[config.mk]
export PLATFORM = sky130hd
export DESIGN_NAME = ptw_walker_flat
export DESIGN_NICKNAME = d
export VERILOG_FILES = /design/src/rtl/ptw_walker_if.sv /design/src/rtl/ptw_walker.sv /design/src/flat_wrapper.sv
export SDC_FILE = /design/constraint.sdc
export NUM_CORES = 1
export LEC_CHECK = 0
export ABC_CLOCK_PERIOD_IN_PS = 3400
export CORE_UTILIZATION = 37
export DETAILED_ROUTE_END_ITERATION = 8
export PLACE_DENSITY = 0.71
export SLEW_MARGIN = 20
export SYNTH_ARGS = -nofsm -noshare
export SYNTH_HDL_FRONTEND = slang
export SYNTH_SLANG_ARGS = --single-unit
[constraint.sdc]
create_clock -name clk -period 3.4 [get_ports clk]
set_input_delay 0.68 -clock clk [delete_from_list [all_inputs] [get_ports clk]]
set_output_delay 0.68 -clock clk [all_outputs]
set_load 0.005 [all_outputs]
[src/rtl/ptw_walker_if.sv]
// Request, response and memory-read channels of the page table walker.
// The slave modport is the walker side; the master modport is the MMU/memory side.
interface ptw_walker_if;
    logic [19:0] root_ppn_i;
    logic        ptw_req_valid_i;
    logic        ptw_req_ready_o;
    logic [31:0] ptw_vaddr_i;
    logic        ptw_resp_valid_o;
    logic        ptw_resp_ready_i;
    logic [31:0] ptw_pte_o;
    logic        mem_req_valid_o;
    logic        mem_req_ready_i;
    logic [31:0] mem_addr_o;
    logic        mem_resp_valid_i;
    logic [31:0] mem_rdata_i;
    logic        busy_o;

    modport slave (
        input  root_ppn_i, ptw_req_valid_i, ptw_vaddr_i, ptw_resp_ready_i,
               mem_req_ready_i, mem_resp_valid_i, mem_rdata_i,
        output ptw_req_ready_o, ptw_resp_valid_o, ptw_pte_o,
               mem_req_valid_o, mem_addr_o, busy_o
    );

    modport master (
        output root_ppn_i, ptw_req_valid_i, ptw_vaddr_i, ptw_resp_ready_i,
               mem_req_ready_i, mem_resp_valid_i, mem_rdata_i,
        input  ptw_req_ready_o, ptw_resp_valid_o, ptw_pte_o,
               mem_req_valid_o, mem_addr_o, busy_o
    );
endinterface

[src/rtl/ptw_walker.sv]
// Two-level page table walker returning compact leaf PTEs {ppn, 10'b0, W, R}; faults return 0.
// Define PTW_SUPERPAGE_EN to accept aligned level-1 leaves as 4 MiB superpages.
module ptw_walker #(
    parameter int MEM_TIMEOUT = 255,
    parameter int TO_BITS     = 8
) (
    input logic         clk,
    input logic         rst,
    ptw_walker_if.slave bus
);
    typedef enum logic [2:0] {IDLE, L1_REQ, L1_WAIT, L0_REQ, L0_WAIT, RESP} state_t;

    localparam logic [TO_BITS-1:0] TO_LAST = TO_BITS'(MEM_TIMEOUT - 1);

    state_t             state, state_nxt;
    logic               stale, stale_nxt;
    logic [TO_BITS-1:0] cnt, cnt_nxt;
    logic [31:0]        pte, pte_nxt;
    logic [19:0]        root, root_nxt;
    logic [19:0]        l1_ppn, l1_ppn_nxt;
    logic [19:0]        vpn, vpn_nxt;
    logic [31:0]        mem_addr;
    logic               resp_hit;
    logic               pte_v;
    logic               pte_ptr;
    logic               unused_rdata;

    function automatic logic [31:0] leaf_pte(input logic [31:0] raw);
        return {raw[31:12], 10'b0, raw[1:0]};
    endfunction

`ifdef PTW_SUPERPAGE_EN
    // A superpage must be 4 MiB aligned; the low VPN fills the low PPN bits.
    function automatic logic [31:0] super_pte(input logic [31:0] raw, input logic [9:0] vpn0);
        if (raw[21:12] != 10'b0) return 32'h0;
        return {raw[31:22], vpn0, 10'b0, raw[1:0]};
    endfunction
`endif

    assign resp_hit     = bus.mem_resp_valid_i && !stale;
    assign pte_v        = bus.mem_rdata_i[2];
    assign pte_ptr      = bus.mem_rdata_i[1:0] == 2'b00;
    assign unused_rdata = ^bus.mem_rdata_i[11:3];

    always_comb begin
        state_nxt  = state;
        stale_nxt  = stale;
        cnt_nxt    = cnt;
        pte_nxt    = pte;
        root_nxt   = root;
        l1_ppn_nxt = l1_ppn;
        vpn_nxt    = vpn;
        // The first response after a timeout belongs to the abandoned read.
        if (stale && bus.mem_resp_valid_i) stale_nxt = 1'b0;
        case (state)
            IDLE: begin
                if (bus.ptw_req_valid_i) begin
                    root_nxt  = bus.root_ppn_i;
                    vpn_nxt   = bus.ptw_vaddr_i[31:12];
                    state_nxt = L1_REQ;
                end
            end
            L1_REQ, L0_REQ: begin
                if (!stale && bus.mem_req_ready_i) begin
                    cnt_nxt   = '0;
                    state_nxt = (state == L1_REQ) ? L1_WAIT : L0_WAIT;
                end
            end
            L1_WAIT, L0_WAIT: begin
                if (resp_hit) begin
                    state_nxt = RESP;
                    pte_nxt   = 32'h0;
                    if (state == L1_WAIT && pte_v && pte_ptr) begin
                        l1_ppn_nxt = bus.mem_rdata_i[31:12];
                        state_nxt  = L0_REQ;
                    end else if (state == L1_WAIT && pte_v) begin
`ifdef PTW_SUPERPAGE_EN
                        pte_nxt = super_pte(bus.mem_rdata_i, vpn[9:0]);
`endif
                    end else if (state == L0_WAIT && pte_v && !pte_ptr) begin
                        pte_nxt = leaf_pte(bus.mem_rdata_i);
                    end
                end else if (cnt == TO_LAST) begin
                    state_nxt = RESP;
                    pte_nxt   = 32'h0;
                    stale_nxt = 1'b1;
                end else begin
                    cnt_nxt = cnt + TO_BITS'(1);
                end
            end
            RESP: begin
                if (bus.ptw_resp_ready_i) state_nxt = IDLE;
            end
            default: state_nxt = IDLE;
        endcase
    end

    always_ff @(posedge clk) begin
        if (rst) begin
            state <= IDLE;
            stale <= 1'b0;
            cnt   <= '0;
            pte   <= 32'h0;
        end else begin
            state <= state_nxt;
            stale <= stale_nxt;
            cnt   <= cnt_nxt;
            pte   <= pte_nxt;
        end
    end

    always_ff @(posedge clk) begin
        root   <= root_nxt;
        l1_ppn <= l1_ppn_nxt;
        vpn    <= vpn_nxt;
    end

    always_comb begin
        mem_addr = 32'h0;
        case (state)
            L1_REQ:  mem_addr = {root, vpn[19:10], 2'b00};
            L0_REQ:  mem_addr = {l1_ppn, vpn[9:0], 2'b00};
            default: mem_addr = 32'h0;
        endcase
    end

    assign bus.ptw_req_ready_o  = state == IDLE;
    assign bus.busy_o           = state != IDLE;
    assign bus.ptw_resp_valid_o = state == RESP;
    assign bus.ptw_pte_o        = pte;
    assign bus.mem_req_valid_o  = (state == L1_REQ || state == L0_REQ) && !stale;
    assign bus.mem_addr_o       = mem_addr;
endmodule
[src/flat_wrapper.sv]
// flat-port wrapper written by rule: the top's interface ports become plain ports
module ptw_walker_flat 
#(
    parameter int MEM_TIMEOUT = 255,
    parameter int TO_BITS     = 8
)
  (clk, rst, bus_root_ppn_i, bus_ptw_req_valid_i, bus_ptw_vaddr_i, bus_ptw_resp_ready_i, bus_mem_req_ready_i, bus_mem_resp_valid_i, bus_mem_rdata_i, bus_ptw_req_ready_o, bus_ptw_resp_valid_o, bus_ptw_pte_o, bus_mem_req_valid_o, bus_mem_addr_o, bus_busy_o);
  ptw_walker_if bus_i ();
  input logic clk;
  input logic rst;
  input wire logic [$bits(bus_i.root_ppn_i)-1:0] bus_root_ppn_i;
  input wire logic [$bits(bus_i.ptw_req_valid_i)-1:0] bus_ptw_req_valid_i;
  input wire logic [$bits(bus_i.ptw_vaddr_i)-1:0] bus_ptw_vaddr_i;
  input wire logic [$bits(bus_i.ptw_resp_ready_i)-1:0] bus_ptw_resp_ready_i;
  input wire logic [$bits(bus_i.mem_req_ready_i)-1:0] bus_mem_req_ready_i;
  input wire logic [$bits(bus_i.mem_resp_valid_i)-1:0] bus_mem_resp_valid_i;
  input wire logic [$bits(bus_i.mem_rdata_i)-1:0] bus_mem_rdata_i;
  output wire logic [$bits(bus_i.ptw_req_ready_o)-1:0] bus_ptw_req_ready_o;
  output wire logic [$bits(bus_i.ptw_resp_valid_o)-1:0] bus_ptw_resp_valid_o;
  output wire logic [$bits(bus_i.ptw_pte_o)-1:0] bus_ptw_pte_o;
  output wire logic [$bits(bus_i.mem_req_valid_o)-1:0] bus_mem_req_valid_o;
  output wire logic [$bits(bus_i.mem_addr_o)-1:0] bus_mem_addr_o;
  output wire logic [$bits(bus_i.busy_o)-1:0] bus_busy_o;
  assign bus_i.root_ppn_i = bus_root_ppn_i;
  assign bus_i.ptw_req_valid_i = bus_ptw_req_valid_i;
  assign bus_i.ptw_vaddr_i = bus_ptw_vaddr_i;
  assign bus_i.ptw_resp_ready_i = bus_ptw_resp_ready_i;
  assign bus_i.mem_req_ready_i = bus_mem_req_ready_i;
  assign bus_i.mem_resp_valid_i = bus_mem_resp_valid_i;
  assign bus_i.mem_rdata_i = bus_mem_rdata_i;
  assign bus_ptw_req_ready_o = bus_i.ptw_req_ready_o;
  assign bus_ptw_resp_valid_o = bus_i.ptw_resp_valid_o;
  assign bus_ptw_pte_o = bus_i.ptw_pte_o;
  assign bus_mem_req_valid_o = bus_i.mem_req_valid_o;
  assign bus_mem_addr_o = bus_i.mem_addr_o;
  assign bus_busy_o = bus_i.busy_o;
  ptw_walker #(.MEM_TIMEOUT(MEM_TIMEOUT), .TO_BITS(TO_BITS)) u_core (.clk(clk), .rst(rst), .bus(bus_i));
endmodule
-- Word-level counts from Yosys, hierarchy flattened
Cells that the tools add are included.
- register bits after elaboration: 104
- input port bits: 90
- output and inout port bits: 68
- word-level logic and storage cells: 65
- $add $sub $neg: 1
- equal/unequal tests: 12
- multiplexer cells: 22
- reduce and logical (&&, ||, !) cells: 23
- operators with widths (operator ; count):
    2-to-1 mux 32 bit ; 5
    case mux 32 bit (2 select lines) ; 1
    2-to-1 mux 8 bit ; 3
    2-to-1 mux 3 bit ; 7
    case mux 8 bit (2 select lines) ; 1
    case mux 3 bit (4 select lines) ; 1
    adder 8 x 1 -> 8 bit (second input constant) ; 1
    equality test 8 bit (second input constant) ; 1
    logical AND 1 bit ; 8
    != test 2 bit (second input constant) ; 4
    AND reduction 4 bit ; 2
    equality test 3 x 2 -> 1 bit (second input constant) ; 2
    equality test 3 bit (second input constant) ; 2
    2-to-1 mux 1 bit ; 4
    AND reduction 2 bit ; 2
    nonzero test 2 bit ; 2
    OR reduction 2 bit ; 2
    equality test 3 x 1 -> 1 bit (second input constant) ; 1
    logical NOT 3 bit ; 1
    != test 3 x 1 -> 1 bit (second input constant) ; 1
    AND reduction 3 bit ; 1
    nonzero test 3 bit ; 1
    logical NOT 1 bit ; 2
    logical NOT 2 bit ; 1
    2 further kinds ; 2

-- Depth between registers and ports, before layout
Gate-level depths: netlist of the first run.
- depth in word-level cells: 7
- depth in mapped cells: 8
- mapped depth without buffers: 7

-- Worst setup path after synthesis of the first run
No wires, ideal clock.
- path type: register -> register
- start: register u_core.state[2]
- end: register u_core.root[0] (enable)
- setup time: 0.401 ns
- arrival time: 1.783 ns
- data required time: 2.999 ns
- path slack: 1.216 ns
- cell stages (with the launch flop): 4
- buffers on the path: 1
- clock period less this slack: 2.184 ns
- cells stage by stage: dfxtp_1 -> buf_2 -> nor3_1 -> and2_1
- cells in the longest elaborated chain, start to end: 2
- RTL lines (item ; line ; RTL):
    start: declaration ; ptw_walker.sv:15 ; state_t state, state_nxt;
    start signal: assignment ; ptw_walker.sv:105 ; state <= state_nxt;
    logical NOT 3 bit ; - ;
    via bus_ptw_req_ready_o ; flat_wrapper.sv:18 ; output wire logic [$bits(bus_i.ptw_req_ready_o)-1:0] bus_ptw_req_ready_o;
    AND reduction 2 bit (no source line) ; - ;
    end signal: assignment ; ptw_walker.sv:113 ; root <= root_nxt;
    end: declaration ; ptw_walker.sv:19 ; logic [19:0] root, root_nxt;
The timed path passes the listed nets, and every way through them passes these cells.
A chain may end at the register's enable or synchronous reset.

-- Worst setup path in the final report of the first run
- start: register u_core.state[0]
- end: output port bus_mem_addr_o[25]
- cells in the longest elaborated chain, start to end: 2
- elaborated cells between the ends (all ways): 3
- those cells by class: eq/ne: 2; mux: 1
- RTL lines (item ; line ; RTL):
    equality test 3 x 2 -> 1 bit / equality test 3 x 1 -> 1 bit (equally long branches) ; ptw_walker.sv:120 ; case (state)
    case mux 32 bit (2 select lines) (*) ; ptw_walker.sv:120 ;
    end: declaration ; flat_wrapper.sv:22 ; output wire logic [$bits(bus_i.mem_addr_o)-1:0] bus_mem_addr_o;
Mark *: on every way between the ends. The rest lies on a longest branch, timed or not.

==> results of run 1 <==
-- worst register-to-register path, stage by stage, from the launching register on --
cell     delay (ps)
dfxtp_2         460
buf_12          230
nor3_1          270
and2_2          330
buf_4           460
-- sequential cells by signal, indices dropped and copies added, names as in the netlist --
signal / count
u_core.bus.ptw_pte_o: 22
u_core.l1_ppn: 20
u_core.root: 20
u_core.vpn: 20
u_core.cnt: 8
u_core.state: 3
u_core.stale: 1
-- synth_stat cells, drive strengths merged --
| master | count |
|---|---|
| or4 | 2 |
| conb | 1 |
| mux2i | 30 |
| and3 | 1 |
| o21a | 1 |
| nand2b | 3 |
| nor2 | 61 |
| inv | 6 |
| dfxtp | 34 |
| o221ai | 1 |
| nor4 | 1 |
| o21ai | 6 |
| ha | 2 |
| and4 | 1 |
| and2 | 2 |
| a21oi | 10 |
| a2111oi | 1 |
| or3 | 5 |
| o31ai | 2 |
| nor3 | 4 |
| nand2 | 4 |
| a221oi | 1 |
| edfxtp | 60 |
| a211oi | 1 |
| nand3 | 5 |
| a21o | 5 |
| buf | 24 |
| maj3 | 1 |
| and3b | 1 |
| a22oi | 22 |
| nor2b | 3 |
| xnor2 | 1 |
| or2 | 1 |
| clkbuf | 5 |
-- cells by family (layout without fill, tap and decap cells) --
group | Yosys count | count (layout)
multiplexers | 30 | 30
AND/OR/NAND/NOR | 94 | 94
AO/OA/AOI/OAI | 50 | 50
adder cells (fa/ha/maj) | 3 | 3
XOR/XNOR | 1 | 1
buffers and inverters | 35 | 153
flip-flops | 94 | 94
other | 1 | 12
-- layer usage --
| layer | share of wire, % | global-route usage [%] |
|---|---|---|
| met1 | 43 | 20.4 |
| met4 | 0.61 | 5.53 |
| met5 | 0 | 0 |
| met2 | 49 | 29.5 |
| met3 | 7.3 | 6.32 |
-- power by group through the flow --
stage / Sequential (W) / Clock (W) / Combinational [W]
global placement: 0.00136 / 0 / 0.000534
detailed placement: 0.00137 / 0 / 0.000545
finish: 0.00134 / 0.000779 / 0.000539
CTS: 0.00134 / 0.000802 / 0.000548
global route: 0.00135 / 0.000845 / 0.000593
floorplan: 0.00134 / 0 / 0.000267
-- worst min-delay path by stage --
| stage | end | slack, ps | start |
|---|---|---|---|
| after global placement | u_core.cnt[5] | 460 | u_core.cnt[5] |
| after detailed placement | u_core.cnt[5] | 480 | u_core.cnt[5] |
| after global routing | u_core.cnt[5] | 530 | u_core.cnt[5] |
| final | u_core.cnt[5] | 500 | u_core.cnt[5] |
| after CTS | u_core.cnt[5] | 490 | u_core.cnt[5] |
| after floorplan | u_core.cnt[5] | 450 | u_core.cnt[5] |
-- area by class of cell --
type	instances	area, um2
fillers	840	4510
flip-flops and latches	94	2480
repair buffers	131	1320
multi-input cells	190	1160
well taps	133	166
clock buffers	11	141
clock inverters	5	66.3
inverters	6	22.5
-- stage by stage --
step	power [W]	util, %	hold WS [ps]	area (um2)	std cells
3_3_place_gp	0.00190	52.2	461	5150	554
5_1_grt	0.00279	54.3	531	5360	570
6_report	0.00266	54.3	500	5360	570
2_1_floorplan	0.00161	-	453	3830	319
4_1_cts	0.00269	54.3	495	5360	570
3_5_place_dp	0.00191	52.2	481	5150	554
==> out/results.txt, run 1 <==
Seq pwr share = 50.4%
IO Port Bufs = 124
Tot GR Track Use = 17.3%
number of top-level pins = 158
worst path bufs/invs = 2
Synth Area in Adders = 0.925%
CP endpoint kind = output port
Psw = 0.000693 W
routed vias/inst = 4.89
commonest non-fill, non-tap cell in the layout = clkdlybuf4s50_1
CTS tree = yes
WHS Path Cells = 2
FP Rows = 36
pre-CTS WS = 810 ps
CP delay by family, top = buffers and inverters
Worst Hold Class = register to register
vias post-DR = 2788
largest family of logic cells by synthesized area = simple AND/OR/NAND/NOR gates
clock skew = 13.5 ps
Leak = 1.83 nW
#FFs+latches synth = 94
Synth area leader = edfxtp_1
Final Cycle Share = 86.2%
drc violations = 0
Switching Share = 26.1%
deepest clock path buffer count = 2
critical path startpoint = u_core.state[0]
data arrival time of the worst path = 2250 ps
unrepaired setup endpoints after global routing = no
min cycle time layout = 2930 ps
r2r worst-path depth = 4
Compound-Gate Fraction of Synth Area = 8.98%
worst r2r dst = u_core.root[5]
R2R Setup Slk = 1260 ps
Synth top area share = 47.6%
Clock power frac = 29.3%
worst slew pin tran = 586 ps
first-pass GRT wire length = 13700 um
critical path's slowest cell = dfxtp_1
Final Slew Violations = 0
final setup violation count = 0
Antenna diodes = 0
Clk pin slew, worst setup/hold paths = 100 ps
critical path depth = 4
Final WS setup = 469 ps
die height = 103 um
Max Cap Viol = 0
Hold Fails Final Rpt = 0
PostCTS Resize Cnt = 0
Synth Area in XOR/XNOR = 0.231%
CP max stage delay = 530 ps
critical path peak fanout = 21
Unique masters post-synth = 37
largest net degree at the start of global routing = 35
Post-Synthesis Cell Area = 3790 um2
Detail Route Antenna Nets = 0
kind of critical path = register to output port
layout cell share with drive strength beyond 1 = 6.18%
Avg Synthesized Cell Area = 12.3 um2
Internal = 0.00196 W
maximum vdd drop = 258 uV
cts hold-fix bufs = 0
grt total ovfl = 0
Core Box Area = 9860 um2
Worst-Skew Late Latency = 360 ps
Detail Placement HPWL = 6190 um
combinational power share = 20.3%
Setup Buffers After CTS = 0
Initial Utilization = 38.4%
depth of the CTS H-tree = 3
number of global-route vias before repair = 2764
antenna violations before repair = 0
synth-to-layout area growth = 41.4%
CTS sink cnt = 94
post-synthesis mux area share = 7.93%
die area = 10600 um2
register area share after synthesis = 65.5%
dominant cells by area after synthesis = edfxtp_1, dfxtp_1, mux2i_1
most frequent cells in the layout = clkdlybuf4s50_1, nor2_1, edfxtp_1
WL final = 8960 um
Pre-Repair DR Iteration Count = 4
Yosys Warn Count = 0
status = completed
CP Launch Type = register
simple-gate share of the synthesized area = 11.2%
average wire per standard cell = 15.7 um
clock buffer count from CTS = 9
worst r2r src = u_core.state[1]
Placer Congestion = 0.803
Power Dens Cells = 496 nW/um2
Crit path required time = 2720 ps
Worst slew margin = 61.0%
Die W = 103 um
Gate Count Post-Synth = 308
Fmax achieved = 341 MHz
DRT iter0 DRCs = 140
setup TNS = 0 ps
critical path endpoint = bus_mem_addr_o[25]
final net count = 524
Cell Chain, Critical Path = nand2b_1 > buf_12 > nor2_1 > clkdlybuf4s50_1
CTS root buf = clkbuf_8
Note: power is estimated with default switching activity, not from simulation.
==> run 2: changes to the inputs <==
HOLD_SLACK_MARGIN = 0.15   (was unset)
REMOVE_ABC_BUFFERS = 1   (was unset)
==> out/results.txt, run 2 (synthesis gave the netlist of run 1 again) <==
status = completed
CTS sink cnt = 94 (unchanged)
Detail Route Antenna Nets = 0 (unchanged)
Fmax achieved = 342 MHz (+0.27%)
Final Cycle Share = 86.0% (-0.23 points)
unrepaired setup endpoints after global routing = no
Clock power frac = 26.7% (-2.6 points)
total power = 0.00256 W (-3.8%)
Max Cap Viol = 0 (unchanged)
setup TNS = 0 ps (unchanged)
die height = 103 um (unchanged)
Psw = 0.000689 W (-0.63%)
WL final = 8870 um (-1.0%)
Worst Hold Class = register to register
Crit path required time = 2720 ps (about the same)
Final WS setup = 476 ps (+7.88 ps)
Power Dens Cells = 479 nW/um2 (-3.4%)
worst slew pin tran = 775 ps (+189 ps)
cts hold-fix bufs = 0 (unchanged)
number of global-route vias before repair = 2622 (-5.1%)
CP Launch Type = register
Worst-Skew Late Latency = 350 ps (about the same)
depth of the CTS H-tree = 3 (unchanged)
FF+latch area = 2480 um2 (unchanged)
final setup violation count = 0 (unchanged)
most frequent cells in the layout = clkdlybuf4s50_1, nor2_1, edfxtp_1
Leak = 1.82 nW (-0.46%)
deepest clock path buffer count = 2 (unchanged)
Final Instance Count excl. Fillers = 572 (+0.35%)
Detail Placement HPWL = 6090 um (-1.6%)
vias post-DR = 2794 (+0.22%)
Switching Share = 26.9% (+0.86 points)
maximum vdd drop = 268 uV (+3.9%)
Worst slew margin = 48.3% (-13 points)
IO Port Bufs = 124 (unchanged)
final net count = 526 (+0.38%)
largest net degree at the start of global routing = 31 (-11%)
CP endpoint kind = output port
FP Rows = 36 (unchanged)
kind of critical path = register to output port
number of top-level pins = 158 (unchanged)
clock buffer count from CTS = 9 (unchanged)
routed vias/inst = 4.88 (-0.14%)
PostCTS Resize Cnt = 0 (unchanged)
Final Slew Violations = 0 (unchanged)
Initial Utilization = 38.4% (unchanged)
drc violations = 0 (unchanged)
commonest non-fill, non-tap cell in the layout = clkdlybuf4s50_1
Placed Cells = 556 (+0.36%)
CTS root buf = clkbuf_8
Tot GR Track Use = 16.8% (-0.51 points)
footprint of the multi-input gates = 1160 um2 (unchanged)
Clk pin slew, worst setup/hold paths = 90 ps (about the same)
Placer Congestion = 0.791 (-1.5%)
first-pass GRT wire length = 13000 um (-4.5%)
critical path peak fanout = 23 (+9.5%)
Hold Fails Final Rpt = 0 (unchanged)
synth-to-layout area growth = 40.8%
Antenna diodes = 0 (unchanged)
die area = 10600 um2 (unchanged)
Core Box Area = 9860 um2 (unchanged)
Internal = 0.00187 W (-4.9%)
clock skew = 12.3 ps (-1.21 ps)
Seq pwr share = 52.7% (+2.3 points)
antenna violations before repair = 0 (unchanged)
data arrival time of the worst path = 2240 ps (about the same)
layout cell share with drive strength beyond 1 = 6.61% (+0.43 points)
Die W = 103 um (unchanged)
Final Util = 54.1% (-0.24 points)
DRT iter0 DRCs = 117 (-16%)
min cycle time layout = 2920 ps (-7.88 ps)
pre-CTS WS = 654 ps (-157 ps)
max reg flops = 22 (unchanged)
Pre-Repair DR Iteration Count = 5 (+1)
FILL cells = 837 (-0.36%)
average wire per standard cell = 15.5 um (-1.4%)
CTS tree = yes
combinational power share = 20.6% (+0.3 points)
grt total ovfl = 0 (unchanged)
Setup Buffers After CTS = 0 (unchanged)
## run 2: cell types whose count changed in the layout (fill, tap and decap cells not counted), sizes merged
| cell | previous run | this run |
|---|---|---|
| inv | 9 | 8 |
| buf | 7 | 9 |
| clkbuf | 11 | 10 |
| clkinv | 0 | 3 |
| bufinv | 1 | 0 |
## run 2: worst max-delay path, stage by stage, from the launching register on
cell and delay, ps:
dfxtp_1 520, nand2b_1 430, buf_4 380, nor2_1 90
clkdlybuf4s50_1 480
## run 2: path summary, 6_finish.rpt
| check | start | to | slack (ps) | cells past startpoint |
|---|---|---|---|---|
| setup / recovery | u_core.state[2] | bus_mem_addr_o[13] | 480 | 4 |
| hold reg to reg | u_core.cnt[5] | u_core.cnt[5] | 490 | 2 |
| hold / removal | u_core.cnt[5] | u_core.cnt[5] | 490 | 2 |
| setup reg to reg | u_core.state[1] | u_core.bus.ptw_pte_o[16] | 1010 | 6 |
## run 2: final cells by class
type / count / area share [%]
inverters: 6 / 0.422
well taps: 133 / 3.12
multi-input cells: 190 / 21.7
clock inverters: 6 / 1.01
clock buffers: 10 / 2.39
repair buffers: 133 / 24.8
flip-flops and latches: 94 / 46.6
## run 2: per-layer routing
metal | GRT usage (%) | up-vias | routed length, um
li1 | - | 1345 | -
met1 | 19.1 | 1318 | 3660
met2 | 29.4 | 115 | 4430
met3 | 5.11 | 16 | 655
met4 | 6.93 | 0 | 117
met5 | 0 | - | 0
## run 2: per-stage QoR
stage / hold slack (ps) / area [um2]
floorplan: 453 / 3660
global placement: 464 / 5150
detailed placement: 480 / 5150
CTS: 495 / 5340
global route: 527 / 5340
finish: 495 / 5340
## run 2: power by group through the flow
| stage | logic, W | clock network, W | registers [W] |
|---|---|---|---|
| 2_1_floorplan | 0.000210 | 0 | 0.00137 |
| 3_3_place_gp | 0.000521 | 0 | 0.00137 |
| 3_5_place_dp | 0.000532 | 0 | 0.00137 |
| 4_1_cts | 0.000534 | 0.000702 | 0.00135 |
| 5_1_grt | 0.000583 | 0.000742 | 0.00136 |
| 6_report | 0.000526 | 0.000683 | 0.00135 |
